File: src/rtl/ex_operand_stage.sv
// ID/EX pipeline register feeding the ALU. It applies MEM/WB operand forwarding,
// selects the immediate for SrcB and detects load-use hazards.
module ex_operand_stage #(
   parameter int unsigned DATA_WIDTH    = 32,
   parameter int unsigned OPCODE_LENGTH = 4,
   parameter int unsigned REG_ADDR_W    = 5
) (
   input  logic                     clk,
   input  logic                     rst_n,
   // decoded instruction from ID
   input  logic                     id_valid,
   input  logic [DATA_WIDTH-1:0]    id_pc,
   input  logic [DATA_WIDTH-1:0]    id_rs1_data,
   input  logic [DATA_WIDTH-1:0]    id_rs2_data,
   input  logic [DATA_WIDTH-1:0]    id_imm,
   input  logic [REG_ADDR_W-1:0]    id_rs1,
   input  logic [REG_ADDR_W-1:0]    id_rs2,
   input  logic [REG_ADDR_W-1:0]    id_rd,
   input  logic                     id_use_rs1,
   input  logic                     id_use_rs2,
   input  logic                     id_alu_src,
   input  logic [OPCODE_LENGTH-1:0] id_alu_op,
   input  logic                     id_reg_write,
   input  logic                     id_mem_read,
   input  logic                     id_mem_write,
   input  logic                     flush,
   // forwarding sources
   input  logic [REG_ADDR_W-1:0]    mem_rd,
   input  logic                     mem_reg_write,
   input  logic [DATA_WIDTH-1:0]    mem_result,
   input  logic [REG_ADDR_W-1:0]    wb_rd,
   input  logic                     wb_reg_write,
   input  logic [DATA_WIDTH-1:0]    wb_result,
   // hazard and EX outputs
   output logic                     stall,
   output logic                     ex_valid,
   output logic [DATA_WIDTH-1:0]    ex_pc,
   output logic [DATA_WIDTH-1:0]    ex_src_a,
   output logic [DATA_WIDTH-1:0]    ex_src_b,
   output logic [DATA_WIDTH-1:0]    ex_store_data,
   output logic [OPCODE_LENGTH-1:0] ex_operation,
   output logic [REG_ADDR_W-1:0]    ex_rd,
   output logic                     ex_reg_write,
   output logic                     ex_mem_read,
   output logic                     ex_mem_write
);

   // EX pipeline registers
   logic                     valid_q,     valid_d;
   logic [DATA_WIDTH-1:0]    pc_q,        pc_d;
   logic [DATA_WIDTH-1:0]    rs1_data_q,  rs1_data_d;
   logic [DATA_WIDTH-1:0]    rs2_data_q,  rs2_data_d;
   logic [DATA_WIDTH-1:0]    imm_q,       imm_d;
   logic [REG_ADDR_W-1:0]    rs1_q,       rs1_d;
   logic [REG_ADDR_W-1:0]    rs2_q,       rs2_d;
   logic [REG_ADDR_W-1:0]    rd_q,        rd_d;
   logic                     alu_src_q,   alu_src_d;
   logic [OPCODE_LENGTH-1:0] alu_op_q,    alu_op_d;
   logic                     reg_write_q, reg_write_d;
   logic                     mem_read_q,  mem_read_d;
   logic                     mem_write_q, mem_write_d;

   logic                     rs1_hit, rs2_hit;
   logic                     load_use;
   logic                     bubble;
   logic [DATA_WIDTH-1:0]    fwd_a, fwd_b;

   // Load-use hazard: the load in EX has no data until WB, so hold ID for one cycle.
   always_comb begin
      rs1_hit  = id_use_rs1 && (id_rs1 == rd_q);
      rs2_hit  = id_use_rs2 && (id_rs2 == rd_q);
      load_use = valid_q && mem_read_q && (rd_q != '0) && id_valid && (rs1_hit || rs2_hit);
      // A redirect kills the ID instruction, so there is nothing left to hold.
      stall    = load_use && !flush;
      bubble   = flush || load_use;
   end

   // Next-state: load ID, or a bubble with all control cleared on flush/stall.
   always_comb begin
      valid_d     = id_valid;
      pc_d        = id_pc;
      rs1_data_d  = id_rs1_data;
      rs2_data_d  = id_rs2_data;
      imm_d       = id_imm;
      rs1_d       = id_rs1;
      rs2_d       = id_rs2;
      rd_d        = id_rd;
      alu_src_d   = id_alu_src;
      alu_op_d    = id_alu_op;
      reg_write_d = id_reg_write;
      mem_read_d  = id_mem_read;
      mem_write_d = id_mem_write;
      if (bubble) begin
         valid_d     = 1'b0;
         // Clearing the source indices keeps a bubble from matching any forward.
         rs1_d       = '0;
         rs2_d       = '0;
         rd_d        = '0;
         alu_src_d   = 1'b0;
         alu_op_d    = '0;
         reg_write_d = 1'b0;
         mem_read_d  = 1'b0;
         mem_write_d = 1'b0;
      end
   end

   // EX register bank with asynchronous clear.
   always_ff @(posedge clk or negedge rst_n) begin
      if (!rst_n) begin
         valid_q     <= 1'b0;
         pc_q        <= '0;
         rs1_data_q  <= '0;
         rs2_data_q  <= '0;
         imm_q       <= '0;
         rs1_q       <= '0;
         rs2_q       <= '0;
         rd_q        <= '0;
         alu_src_q   <= 1'b0;
         alu_op_q    <= '0;
         reg_write_q <= 1'b0;
         mem_read_q  <= 1'b0;
         mem_write_q <= 1'b0;
      end else begin
         valid_q     <= valid_d;
         pc_q        <= pc_d;
         rs1_data_q  <= rs1_data_d;
         rs2_data_q  <= rs2_data_d;
         imm_q       <= imm_d;
         rs1_q       <= rs1_d;
         rs2_q       <= rs2_d;
         rd_q        <= rd_d;
         alu_src_q   <= alu_src_d;
         alu_op_q    <= alu_op_d;
         reg_write_q <= reg_write_d;
         mem_read_q  <= mem_read_d;
         mem_write_q <= mem_write_d;
      end
   end

   // Operand forwarding: MEM beats WB, x0 always reads the register file value.
   always_comb begin
      fwd_a = rs1_data_q;
      if (mem_reg_write && (mem_rd != '0) && (mem_rd == rs1_q)) begin
         fwd_a = mem_result;
      end else if (wb_reg_write && (wb_rd != '0) && (wb_rd == rs1_q)) begin
         fwd_a = wb_result;
      end
      fwd_b = rs2_data_q;
      if (mem_reg_write && (mem_rd != '0) && (mem_rd == rs2_q)) begin
         fwd_b = mem_result;
      end else if (wb_reg_write && (wb_rd != '0) && (wb_rd == rs2_q)) begin
         fwd_b = wb_result;
      end
   end

   // ALU inputs and control outputs, control qualified by the valid bit.
   always_comb begin
      ex_valid      = valid_q;
      ex_pc         = pc_q;
      ex_src_a      = fwd_a;
      ex_src_b      = alu_src_q ? imm_q : fwd_b;
      ex_store_data = fwd_b;
      ex_operation  = alu_op_q;
      ex_rd         = rd_q;
      ex_reg_write  = reg_write_q && valid_q;
      ex_mem_read   = mem_read_q  && valid_q;
      ex_mem_write  = mem_write_q && valid_q;
   end

endmodule

File: config.mk
export PLATFORM = sky130hd
export DESIGN_NAME = ex_operand_stage
export DESIGN_NICKNAME = d
export VERILOG_FILES = /design/src/rtl/ex_operand_stage.sv
export SDC_FILE = /design/constraint.sdc
export NUM_CORES = 1
export LEC_CHECK = 0
export CORE_AREA = 2 2 147 149
export CTS_CLUSTER_SIZE = 30
export DETAILED_ROUTE_END_ITERATION = 16
export DIE_AREA = 0 0 149 151
export GPL_TIMING_DRIVEN = 0
export HOLD_SLACK_MARGIN = 0.08
export PLACE_DENSITY = 0.69
export RECOVER_POWER = 50
export SYNTH_ARGS = -nofsm -noshare
export SYNTH_HDL_FRONTEND = slang
export SYNTH_SLANG_ARGS = --single-unit
File: constraint.sdc
create_clock -name clk -period 3.2 [get_ports clk]
set_input_delay 0.64 -clock clk [delete_from_list [all_inputs] [get_ports clk]]
set_output_delay 0.64 -clock clk [all_outputs]
set_load 0.01 [all_outputs]
### Yosys cells after proc, flatten, opt, wreduce, memory -nomap -nowiden

Index checks and enable logic that the tools add are counted.

| storage, ports and cells | value |
|---|---|
| register bits | 152 |
| bits of input ports | 233 |
| output and inout port bits | 142 |
| logic and storage cells | 54 |

| cells by class | value |
|---|---|
| equal/unequal tests | 6 |
| muxes and demuxes | 14 |
| reduce and logical (&&, ||, !) cells | 21 |

Operators by type and width:

| kind | number |
|---|---|
| $mux 32 | 5 |
| $eq 5x5->1 | 6 |
| $logic_and 1x1->1 | 15 |
| $mux 5 | 3 |
| $reduce_bool 5->1 | 3 |
| $mux 1 | 5 |
| $mux 4 | 1 |
| $logic_or 1x1->1 | 2 |
| $logic_not 1->1 | 1 |

### Depth between registers and ports, before layout

Gate-level depths: netlist of run 1.

| depth | value |
|---|---|
| depth in word-level cells | 6 |
| depth in mapped cells | 7 |
| mapped depth without buffers | 5 |

### Worst setup path after synthesis of run 1

Ideal clock, no wire load.

| path | value |
|---|---|
| kind | input port to output port |
| start | input port wb_rd[0] |
| end | output port ex_src_b[30] |
| data arrival time | 2.249 ns |
| data required time | 2.560 ns |
| setup slack | 0.311 ns |
| stages | 7 |
| buffers on the path | 2 |
| cells stage by stage | or4_1 o211ai_2 buf_4 buf_6 o21ai_1 a31oi_1 mux2_2 |

| between the ends | value |
|---|---|
| cells in the longest elaborated chain, start to end | 6 |
| elaborated cells between the ends (all ways) | 7 |
| those cells by class | 1 x eq/ne; 3 x mux; 3 x reduce/logical |

RTL lines:

| what | RTL line | text |
|---|---|---|
| from (decl) | 31 | `input logic [REG_ADDR_W-1:0] wb_rd,` |
| $reduce_bool 5->1 | 151 | `end else if (wb_reg_write && (wb_rd != '0) && (wb_rd == rs2_q)) begin` |
| $logic_and 1x1->1 | 151 |  |
| $logic_and 1x1->1 (*) | 151 |  |
| $mux 32 (*) | 151 |  |
| $mux 32 (*) | 149 | `if (mem_reg_write && (mem_rd != '0) && (mem_rd == rs2_q)) begin` |
| via ex_store_data[30] | 40 | `output logic [DATA_WIDTH-1:0] ex_store_data,` |
| $mux 32 (*) | 161 | `ex_src_b = alu_src_q ? imm_q : fwd_b;` |
| to (decl) | 39 | `output logic [DATA_WIDTH-1:0] ex_src_b,` |

The timed path passes the listed nets; every way through them passes the cells marked *.

### Worst setup path in the final report of run 1

| path | value |
|---|---|
| start | input port mem_rd[2] |
| end | output port ex_src_b[23] |

| between the ends | value |
|---|---|
| cells in the longest elaborated chain, start to end | 5 |
| elaborated cells between the ends (all ways) | 6 |
| those cells by class | 1 x eq/ne; 2 x mux; 3 x reduce/logical |

RTL lines:

| what | RTL line | text |
|---|---|---|
| from (decl) | 28 | `input logic [REG_ADDR_W-1:0] mem_rd,` |
| $reduce_bool 5->1 | 149 |  |
| $logic_and 1x1->1 | 149 |  |
| $logic_and 1x1->1 (*) | 149 |  |
| $mux 32 (*) | 149 |  |
| $mux 32 (*) | 161 |  |

Every way passes the cells marked *; elsewhere a longest branch is shown, timed or not.

==> key figures, run 1 <==
Run
  – Max-cap violation count: 1

Synth
  – Mean Syn Cell Area: 12.05 um2
  – Register area share after synthesis: 0.5629
  – Cells after synthesis: 561
  – Main area contributors after synthesis: dfrtp_1 56%, a31oi_4 6.3%, mux2_2 4.8%
  – Synth top area share: 0.5629
  – Seq cells post-synth: 152
  – Leading area contributor after synthesis: dfrtp_1
  – Syn Nets: 794
  – Ys Warns: 0
  – Post-synth cell types: 36
  – Mapped cell area: 0.006758 mm2

Pwr
  – VDD IR max: 324.3 uV
  – Static Leakage: 5.110 nW
  – Power Total: 5.180 mW
  – Pwr dens: 421.3 mW/mm2

Finish
  – Filler cell count: 1,767
  – Final Cell Area: 0.01230 mm2
  – Share of cells above drive strength 1: 0.3224
  – Finished Core Util: 0.5906
  – Final #Nets: 1,225
  – Reg area: 0.003804 mm2
  – Area occupied by multi-input gates: 0.003115 mm2
  – Synthesis-to-layout area growth: 81.97%

Floorplan
  – Rows: 53
  – Die area: 0.02250 mm2
  – Starting Density: 0.3245
  – Core Region: 0.02082 mm2
  – Io pins: 375
  – Die Ht: 151 um
  – Die W: 149 um

Critical path
  – Worst EP arrival: 2.58 ns
  – Req. time, crit path: 2.56 ns
  – CP endpoint kind: output port
  – CP startpoint kind: primary input
  – Buffers & Inverters on Critical Path: 5
  – CP top delay family: simple AND/OR/NAND/NOR gates
  – Worst path max stage delay: 0.55 ns
  – Crit Path Max Fanout: 7
  – CP Class: primary input to output port
  – Critical path cell sequence: buf_8 > or4_4 > o211ai_4 > or2_1 > buf_6 > buf_12 > buf_12 > a31oi_4 > mux2_4 > buf_6
  – CP max-delay cell: or4_4

CTS
  – Clk Latency, worst-skew pair: 0.43 ns
  – TritonCTS Sinks: 152
  – Clock-pin slew on the worst setup and hold paths: 0.07 ns
  – Clock root cell: clkbuf_16
  – Cts hold-fix bufs: 0
  – H-tree depth: 4
  – Total CTS buffers: 17
  – CTS tree: yes
  – Clock Path Buffers: 2

Global routing
  – Number of antenna violations at the first check in global routing: 4
  – Vias in the first global route: 6,595
  – Total GRT Usage: 0.2354
  – Grt ovf: 0
  – Largest net degree at the start of global routing: 78
  – First-pass GRT wire length: 39.03 mm

Timing
  – Worst Tran Pin Value: 1.972 ns
  – RSZ-0062 raised after global routing: true
  – Final worst path period need: 3.220 ns
  – Hold Vio Cnt, Final: 0
  – Max-slew headroom: -0.3147
  – Final setup skew: 0.008236 ns
  – Fin crit share: 1.006
  – Final slew viol count: 77
  – Setup WS post-layout: -0.02040 ns
  – Final Setup Violations: 5
  – F_max: 310.5 MHz
  – Final TNS setup: -0.05671 ns

Route
  – WL per Instance: 20.53 um
  – Iteration count of the initial detailed-routing pass: 4
  – First-iteration detailed-routing DRC count: 220
  – Via count: 6,054
  – Final ANT Viol Nets: 0
  – Detail-routed via count per cell: 4.715
  – Final WL: 26.36 mm
  – DRC: 0

Placement
  – Input/output buffers: 374
  – Gpl congestion: 0.7964
  – Pre-CTS setup slack: -1.203 ns
  – Placed Area: 0.01087 mm2
  – Detailed Place HPWL: 19.39 mm

Hold path
  – Hold Crit Class: primary input to asynchronous set/reset pin

Run status
  – Run status: complete, but fails checks
  – Failing checks: max-capacitance violations, max-slew violations, negative setup slack
-- cell type report --
class | count | area share
antenna | 4 | 0.0008140
buffer | 33 | 0.02635
clock buffer | 17 | 0.03460
clock inverter | 15 | 0.01414
inverter | 29 | 0.008852
multi-input combinational | 342 | 0.2534
sequential | 152 | 0.3093
tap | 275 | 0.02798
timing repair buffer | 417 | 0.3246
-- cell families after synthesis --
kind of cell,synth area share
DFF,0.5629
and+or+nand+nor,0.1168
AOI/OAI and AO/OA,0.1378
buffers and inverters,0.04795
muxes,0.09572
xor gates and xnor gates,0.03888
-- sequential cells by signal (all words and copies together), names as in the netlist --
| register | flops |
|---|---|
| rs1_q | 5 |
| rs2_data_q | 32 |
| mem_read_q | 1 |
| ex_valid | 1 |
| mem_write_q | 1 |
| imm_q | 32 |
| alu_src_q | 1 |
| reg_write_q | 1 |
| ex_pc | 32 |
| rs1_data_q | 32 |
| ex_operation | 4 |
| ex_rd | 5 |
| rs2_q | 5 |
-- layout by cell type, fill, tap and decap left out, drive strengths merged, types with 30 or more instances in the layout --
cell type      instances
dfrtp                152
clkdlybuf4s50        138
buf                  132
dlygate4sd3          128
clkbuf                45
nor2                  42
inv                   38
a21oi                 33
mux2i                 32
o21ai                 30
-- routing by layer --
metal  vias up  global-route usage  part of all wire
met2       236              0.4217              0.53
met4         0             0.06571             0.013
met5         -                   0                 0
li1       2812                   -                 -
met1      2984              0.2727              0.38
met3        22             0.07199             0.069
-- worst reg2reg max path, delay by kind of cell, from the launching register on --
kind,cells,cell delay (ns)
and+or+nand+nor,2,0.73
AOI/OAI and AO/OA,2,0.56
DFF,1,0.44
buffers and inverters,1,0.33
-- synth_stat cells --
master    instances
or3_1            29
or2_2             1
or2_1             1
clkbuf_1         18
and2_1           27
mux2i_1          32
nor4_2            1
buf_12            2
a221oi_1          3
o21ai_0           1
buf_4             2
mux2_2           29
nand4_1           5
or4_4             1
a21oi_1          33
nand2_1           6
o211ai_2          2
nand3_1           1
or4_1             3
and3_1            3
buf_1             5
o22ai_1           1
a31oi_1           2
a31oi_4          20
o31ai_1           3
nor3_1           29
buf_2             8
inv_1            29
xor2_1            4
a31oi_2           7
buf_6             3
o211a_1           1
xnor2_1          26
nor2_1           42
o21ai_1          29
dfrtp_1         152
-- timing repair --
| item | CTS | global route |
|---|---|---|
| endpoints found under the setup margin | 96 | 89 |
| buffers inserted | 37 | 9 |
| gates cloned | 5 | 0 |
| pin swaps | 25 | 22 |
| gates resized for setup | 531 | 64 |
-- power by group --
group          switching (mW)  internal [mW]
registers              0.0388           2.02
clock network           0.980           1.06
logic                   0.470          0.618
total                    1.49           3.69
-- metrics by stage --
| step | hold WS, ns | cells |
|---|---|---|
| floorplan | 0.3444 | 561 |
| global placement | 0.9288 | 1210 |
| detailed placement | 0.7091 | 1211 |
| CTS | 0.2432 | 1283 |
| global route | 0.7407 | 1283 |
| finish | 0.7326 | 1284 |
-- path summary, 6_finish.rpt --
path	from	endpoint	slack, ns	cells past startpoint
hold reg to reg	mem_read_q$_DFF_PN0_	ex_rd[4]$_DFF_PN0_	0.95	4
setup / recovery	mem_rd[2]	ex_src_b[23]	-0.02	10
setup reg to reg	ex_rd[0]$_DFF_PN0_	rs1_q[0]$_DFF_PN0_	1.07	5
max in group asynchronous	rst_n	rs2_data_q[2]$_DFF_PN0_	1.24	2
hold / removal	rst_n	ex_rd[2]$_DFF_PN0_	0.73	1
min in group clk	id_alu_op[0]	ex_operation[0]$_DFF_PN0_	0.76	2
(Power assumes the default switching activity.)
==> inputs of run 2 (changes only) <==
==> constraint.sdc (replaced) <==
create_clock -name clk -period 3.5 [get_ports clk]
set_input_delay 0.7 -clock clk [delete_from_list [all_inputs] [get_ports clk]]
set_output_delay 0.7 -clock clk [all_outputs]
set_load 0.01 [all_outputs]
==> run 2 against run 1 <==
Net effect:
- the flow finishes with violations (max-capacitance violations, max-slew violations)
- critical path depth fell by 2
- sequential cell count did not move
- die area did not move
- utilization fell by 1.7 points
- clock skew barely moved
- sequential share of layout area rose by 0.91 points
- sequential power fell by 9%
- final area fell by 2.8%
- clock-buffer cell count did not move
- largest cell class unchanged
==> key figures, run 2 (synthesis results as in run 1) <==
Floorplan
  – Die area: 0.02250 mm2 (unchanged)
  – Starting Density: 0.3245 (unchanged)
  – Io pins: 375 (unchanged)
  – Die W: 149 um (unchanged)
  – Die Ht: 151 um (unchanged)
  – Core Region: 0.02082 mm2 (unchanged)
  – Rows: 53 (unchanged)

Route
  – WL met3: 1.881 mm (+3.6%)
  – Routed metal-1 wire length: 10.00 mm (-1.4%)
  – Detail-routed via count per cell: 4.708 (-0.14%)
  – Routed wire length on met2: 13.66 mm (-2.9%)
  – Final WL: 25.95 mm (-1.6%)
  – Final ANT Viol Nets: 0 (unchanged)
  – DRC: 0 (unchanged)
  – Via count: 6,017 (-0.61%)
  – Iteration count of the initial detailed-routing pass: 4 (unchanged)
  – Highest metal used: met4
  – WL per Instance: 20.31 um (-1.1%)
  – First-iteration detailed-routing DRC count: 221 (+0.45%)

Run
  – Max-cap violation count: 1 (unchanged)

Pwr
  – Clock share of power: 0.399 (+0.006)
  – Pwr dens: 389.5 mW/mm2 (-7.5%)
  – VDD IR max: 293.0 uV (-9.6%)
  – Sw Ratio: 0.2851 (-0.002148)
  – Power Total: 4.654 mW (-10%)
  – Sequential share of power: 0.403 (+0.006)
  – Internal power: 3.327 mW (-9.9%)
  – Gate power share: 0.197 (-0.013)
  – Static Leakage: 4.978 nW (-2.6%)
  – Net load switching power: 1.327 mW (-11%)

Critical path
  – CP Launch Point: mem_rd[0]
  – CP endpoint kind: output port
  – Worst R2R Start: ex_rd[0]$_DFF_PN0_
  – CP startpoint kind: primary input
  – Critical Path Most Common Cell: dlygate4sd2_1
  – Worst EP arrival: 2.71 ns (+0.13 ns)
  – CP Class: primary input to output port
  – Worst path max stage delay: 0.52 ns (-0.03 ns)
  – CP max-delay cell: or4_1
  – Req. time, crit path: 2.80 ns (+0.24 ns)
  – Crit Path Max Fanout: 10 (+3)
  – Critical path cell sequence: dlygate4sd2_1 > xnor2_1 > nand3_1 > or4_1 > buf_6 > buf_2 > a21oi_1 > dlygate4sd2_1

Timing
  – Final worst path period need: 3.415 ns
  – F_max: 292.9 MHz
  – RSZ-0062 raised after global routing: true
  – Fin crit share: 0.9756
  – Final slew viol count: 78 (+1.3%)
  – Final setup skew: 0.007995 ns (-0.0002416 ns)
  – Max-slew headroom: -0.2842 (+0.03053)
  – Final Setup Violations: 0 (-5)
  – Worst Tran Pin Value: 1.926 ns (-0.04579 ns)
  – Setup WS post-layout: 0.08533 ns (+0.1057 ns)
  – Hold Vio Cnt, Final: 0 (unchanged)

CTS
  – Clock root cell: clkbuf_16
  – H-tree depth: 4 (unchanged)
  – Cts hold-fix bufs: 0 (unchanged)
  – TritonCTS Sinks: 152 (unchanged)
  – Clock-pin slew on the worst setup and hold paths: 0.07 ns (about the same)
  – Clk Latency, worst-skew pair: 0.43 ns (about the same)
  – Clock Path Buffers: 2 (unchanged)
  – Total CTS buffers: 17 (unchanged)
  – CTS tree: yes

Finish
  – Reg area: 0.003804 mm2 (unchanged)
  – Finished Core Util: 0.5737 (-0.01682)
  – Final #Nets: 1,220 (-0.41%)
  – Share of cells above drive strength 1: 0.2220 (-0.1004)
  – Area occupied by multi-input gates: 0.002838 mm2 (-8.9%)
  – Most frequent cells in the layout: 152 x dfrtp_1, 138 x clkdlybuf4s50_1, 128 x dlygate4sd3_1, 62 x dlygate4sd2_1, 39 x nor2_1
  – Finished Layout Cells: 1,278 (-0.47%)
  – Filler cell count: 1,838 (+4.0%)
  – Most common cell after layout, fill and taps aside: dfrtp_1
  – Synthesis-to-layout area growth: 76.78%

Global routing
  – Grt ovf: 0 (unchanged)
  – Number of antenna violations at the first check in global routing: 5 (+1)
  – First-pass GRT wire length: 38.21 mm (-2.1%)
  – Vias in the first global route: 6,420 (-2.7%)
  – Total GRT Usage: 0.2307 (-0.004693)
  – Largest net degree at the start of global routing: 78 (unchanged)

Placement
  – Pre-CTS setup slack: -1.023 ns (+0.1800 ns)
  – Detailed Place HPWL: 19.39 mm (unchanged)
  – Cell count after placement: 1,211 (unchanged)
  – Input/output buffers: 374 (unchanged)
  – Gpl congestion: 0.7964 (unchanged)

Run status
  – Failing checks: max-capacitance violations, max-slew violations
  – Run status: complete, but fails checks

Hold path
  – Hold Crit Class: primary input to asynchronous set/reset pin
-- run 2: cell types whose count changed in the layout (fill, tap and decap cells not counted), sizes merged --
cell | previous run | this run
dlygate4sd2 | 10 | 62
buf | 132 | 84
clkdlybuf4s15 | 14 | 8
clkbuf | 45 | 42
diode | 4 | 3
-- run 2: per-stage QoR --
stage,cell area [um2],setup TNS [ns],hold WS [ns]
finish,11950,0,0.7637
global route,11950,-0.01047,0.8008
CTS,11970,-0.07493,0.3032
detailed placement,10870,-77.37,0.7691
global placement,10850,-779.32,0.9288
floorplan,6758,0,0.4044
-- run 2: path summary, 6_finish.rpt --
kind	to	slack [ns]	depth (start not counted)
setup / recovery	ex_src_a[21]	0.09	8
hold / removal	ex_rd[2]$_DFF_PN0_	0.76	1
setup reg to reg	rs1_q[0]$_DFF_PN0_	1.37	5
hold reg to reg	ex_rd[4]$_DFF_PN0_	0.95	4
max in group asynchronous	rs2_data_q[2]$_DFF_PN0_	0.61	2
min in group clk	ex_operation[0]$_DFF_PN0_	0.82	2
-- run 2: timing repair --
item	4_1_cts	5_1_grt
pin swaps	14	9
setup endpoints to repair	96	48
hold endpoints to repair	0	0
gates cloned	2	1
setup buffers	28	2
resized for setup	312	21
-- run 2: layer usage --
metal  GRT usage  vias to the layer above
li1            -                     2800
met3     0.07108                       27
met2      0.4134                      246
met4     0.06286                        0
met5           0                        -
met1      0.2675                     2944
-- run 2: area by class of cell --
class                           instances  area share
Multi-Input combinational cell        342      0.2375
Timing Repair Buffer                  407      0.3237
Clock inverter                         15     0.01456
Buffer                                 38     0.03163
Antenna cell                            3   0.0006284
Clock buffer                           17     0.03561
Sequential cell                       152      0.3184
Inverter                               29    0.009112
Tap cell                              275     0.02880
-- run 2: power by group through the flow --
stage               sequential [mW]  clock (mW)  combinational (mW)
global placement               1.91           0               0.936
floorplan                      1.92           0               0.298
detailed placement             1.91           0               0.949
CTS                            1.88        1.90               0.958
finish                         1.88        1.86               0.918
global route                   1.89        1.98               0.990
-- run 2: critical path, delay by kind of cell --
kind	cells	cell delay [ns]
AOI/OAI and AO/OA	1	0.20
xor gates and xnor gates	1	0.15
buffers and inverters	4	1.04
and+or+nand+nor	2	0.61
==> inputs of run 3 (changes only) <==
--- a/config.mk
+++ b/config.mk
@@ -6,12 +6,13 @@
 export NUM_CORES = 1
 export LEC_CHECK = 0
 export CORE_AREA = 2 2 147 149
+export CTS_CLUSTER_DIAMETER = 80
 export CTS_CLUSTER_SIZE = 30
 export DETAILED_ROUTE_END_ITERATION = 16
 export DIE_AREA = 0 0 149 151
 export GPL_TIMING_DRIVEN = 0
 export HOLD_SLACK_MARGIN = 0.08
-export PLACE_DENSITY = 0.69
+export PLACE_DENSITY = 0.72
 export RECOVER_POWER = 50
 export SYNTH_ARGS = -nofsm -noshare
 export SYNTH_HDL_FRONTEND = slang
==> constraint.sdc (replaced) <==
create_clock -name clk -period 3.05 [get_ports clk]
set_input_delay 0.61 -clock clk [delete_from_list [all_inputs] [get_ports clk]]
set_output_delay 0.61 -clock clk [all_outputs]
set_load 0.01 [all_outputs]
==> run 3 against run 2 <==
Net effect:
- the flow finishes with violations (max-capacitance violations, max-slew violations, negative setup slack)
- first-iteration DRC count down 26%
- wire length is 4.6% higher
- clock-buffer cell count unchanged
- register-to-register slack worse by 0.54 ns
- die area did not move
- total power grew 20%
- hold slack worse by 0.24 ns
- clock power grew 18%
- sequential share of layout area decreased by 1.9 points
- worst setup slack got worse by 0.23 ns
- global-route usage is 0.63 points higher
- critical path type unchanged
- critical endpoint is now ex_src_b[27]
==> key figures, run 3 (synthesis results as in run 1) <==
Placement
  – Pre-CTS setup slack: -1.402 ns (-0.3791 ns)
  – Detailed Place HPWL: 19.05 mm (-1.8%)
  – Input/output buffers: 374 (unchanged)
  – Gpl congestion: 0.8566 (+7.6%)

Floorplan
  – Die W: 149 um (unchanged)
  – Io pins: 375 (unchanged)
  – Die area: 0.02250 mm2 (unchanged)
  – Die Ht: 151 um (unchanged)
  – Rows: 53 (unchanged)
  – Core Region: 0.02082 mm2 (unchanged)
  – Starting Density: 0.3245 (unchanged)

Route
  – Detail-routed via count per cell: 4.751 (+0.90%)
  – DRC: 0 (unchanged)
  – Via count: 6,190 (+2.9%)
  – WL per Instance: 20.84 um (+2.6%)
  – Final ANT Viol Nets: 0 (unchanged)
  – First-iteration detailed-routing DRC count: 163 (-26%)
  – Final WL: 27.16 mm (+4.6%)
  – Iteration count of the initial detailed-routing pass: 4 (unchanged)

Finish
  – Most common cell after layout, fill and taps aside: dfrtp_1
  – Share of cells above drive strength 1: 0.3611 (+0.1391)
  – Most frequent cells in the layout: 151 x dfrtp_1, 137 x clkdlybuf4s50_1, 128 x dlygate4sd3_1, 59 x buf_6, 54 x buf_2
  – Synthesis-to-layout area growth: 88.24%
  – Final #Nets: 1,242 (+1.8%)
  – Filler cell count: 1,694 (-7.8%)

Critical path
  – Critical path cell sequence: buf_8 > or4_4 > o211ai_4 > or2_1 > buf_6 > buf_12 > a31oi_4 > buf_6 > mux2_4 > buf_6
  – Buffers & Inverters on Critical Path: 5 (+1)
  – CP startpoint kind: primary input
  – Worst path max stage delay: 0.54 ns (+0.02 ns)
  – CP top delay family: simple AND/OR/NAND/NOR gates
  – CP Class: primary input to output port
  – Crit Path Max Fanout: 6 (-4)
  – Worst EP arrival: 2.58 ns (-0.13 ns)
  – Req. time, crit path: 2.44 ns (-0.36 ns)
  – CP max-delay cell: or4_4
  – Critical Path Most Common Cell: buf_6
  – CP endpoint kind: output port

CTS
  – CTS tree: yes
  – Cts hold-fix bufs: 0 (unchanged)
  – H-tree depth: 4 (unchanged)
  – Clk Latency, worst-skew pair: 0.43 ns (about the same)
  – Clock root cell: clkbuf_16
  – Clock-pin slew on the worst setup and hold paths: 0.07 ns (about the same)
  – Clock Path Buffers: 2 (unchanged)
  – TritonCTS Sinks: 152 (unchanged)
  – Total CTS buffers: 17 (unchanged)

Timing
  – Worst Tran Pin Value: 1.519 ns (-0.4071 ns)
  – Final worst path period need: 3.190 ns
  – Hold Vio Cnt, Final: 0 (unchanged)
  – Max-slew headroom: -0.01281 (+0.2714)
  – Fin crit share: 1.046
  – RSZ-0062 raised after global routing: true
  – Setup WS post-layout: -0.1399 ns (-0.2252 ns)
  – Final slew viol count: 61 (-22%)
  – Final Setup Violations: 33 (+33)
  – Final setup skew: 0.007269 ns (-0.0007261 ns)
  – F_max: 313.5 MHz

Global routing
  – Vias in the first global route: 6,716 (+4.6%)
  – Met3 usage: 0.07078 (-0.0003012)
  – Met1 usage: 0.2705 (+0.003002)
  – Largest net degree at the start of global routing: 93 (+19%)
  – Grt ovf: 0 (unchanged)
  – First-pass GRT wire length: 39.50 mm (+3.4%)
  – Total GRT Usage: 0.2370 (+0.006324)
  – GRT busiest layer: met2
  – Grt met2 use: 0.4182 (+0.004839)
  – Number of antenna violations at the first check in global routing: 8 (+3)

Pwr
  – Power Total: 5.568 mW (+20%)
  – Pwr dens: 437.7 mW/mm2 (+12%)
  – Gate power share: 0.215 (+0.018)
  – VDD IR max: 349.7 uV (+19%)
  – Static Leakage: 5.319 nW (+6.8%)
  – Sequential share of power: 0.389 (-0.014)
  – Internal power: 3.996 mW (+20%)
  – Net load switching power: 1.572 mW (+19%)
  – Sw Ratio: 0.2824 (-0.002717)
  – Clock share of power: 0.396 (-0.003)

Run
  – Max-cap violation count: 1 (unchanged)

Hold path
  – Hold Crit Class: primary input to asynchronous set/reset pin

Run status
  – Run status: complete, but fails checks
  – Failing checks: max-capacitance violations, max-slew violations, negative setup slack
## run 3: cell types whose count changed in the layout (fill, tap and decap cells not counted), sizes merged, moves of 3 or more
cell,previous run,this run
buf,84,167
clkbuf,42,48
clkdlybuf4s15,8,2
diode,3,6
dlygate4sd2,62,1
## run 3: power groups by stage
stage | clock network [mW] | logic [mW] | registers, mW
final | 2.20 | 1.20 | 2.16
after global routing | 2.36 | 1.28 | 2.17
after global placement | 0 | 1.07 | 2.19
after floorplan | 0 | 0.342 | 2.20
after CTS | 2.27 | 1.20 | 2.16
after detailed placement | 0 | 1.08 | 2.19
## run 3: what timing repair did
item / CTS / global route
setup endpoints to repair: 96 / 91
resized for setup: 583 / 112
gates cloned: 5 / 1
buffers inserted: 46 / 11
pin swaps: 33 / 36
## run 3: path summary, 6_finish.rpt
| check | startpoint | to | slack [ns] | cells past startpoint |
|---|---|---|---|---|
| min reg2reg | ex_rd[1]$_DFF_PN0_ | ex_valid$_DFF_PN0_ | 0.99 | 3 |
| max in group asynchronous | rst_n | imm_q[1]$_DFF_PN0_ | 1.35 | 2 |
| max reg2reg | ex_rd[0]$_DFF_PN0_ | alu_src_q$_DFF_PN0_ | 0.83 | 5 |
| max | mem_rd[1] | ex_src_b[27] | -0.14 | 10 |
| min in group clk | id_pc[0] | ex_pc[0]$_DFF_PN0_ | 0.72 | 1 |
| min | rst_n | ex_rd[4]$_DFF_PN0_ | 0.52 | 1 |
## run 3: routing by layer
metal,part of all wire,up-vias,wire (um)
met5,0.00088,-,24
met4,0.026,4,710
met3,0.073,52,1987
met2,0.52,279,14180
met1,0.38,3005,10250
li1,-,2850,-
## run 3: per-stage QoR
stage	cell area, um2	setup TNS, ns	std cells	hold slack (ns)	util
2_1_floorplan	6758	0	561	0.3144	-
3_3_place_gp	10850	-862.24	1210	0.9859	0.5209
3_5_place_dp	10870	-108.34	1211	0.6168	0.5222
4_1_cts	12550	-3.902	1292	0.1437	0.6026
5_1_grt	12720	-5.132	1301	0.6526	0.6107
6_report	12720	-2.968	1303	0.5236	0.6109
## run 3: final cells by class
cell class                      instances  area [um2]  area share
Buffer                                 34       380.4     0.02990
Inverter                               29       108.9    0.008557
Tap cell                              275       344.1     0.02705
Timing Repair Buffer                  433        4184      0.3289
Clock inverter                         15       196.4     0.01544
Antenna cell                            6       15.01    0.001180
Multi-Input combinational cell        342        3262      0.2564
Sequential cell                       152        3805      0.2991
Clock buffer                           17       425.4     0.03344
## run 3: worst reg2reg max path: stages, from the launching register on
cell	delay (ns)
dfrtp_1	0.44
or4_1	0.56
o211a_1	0.24
a21oi_1	0.41
clkbuf_1	0.30
and2_1	0.20
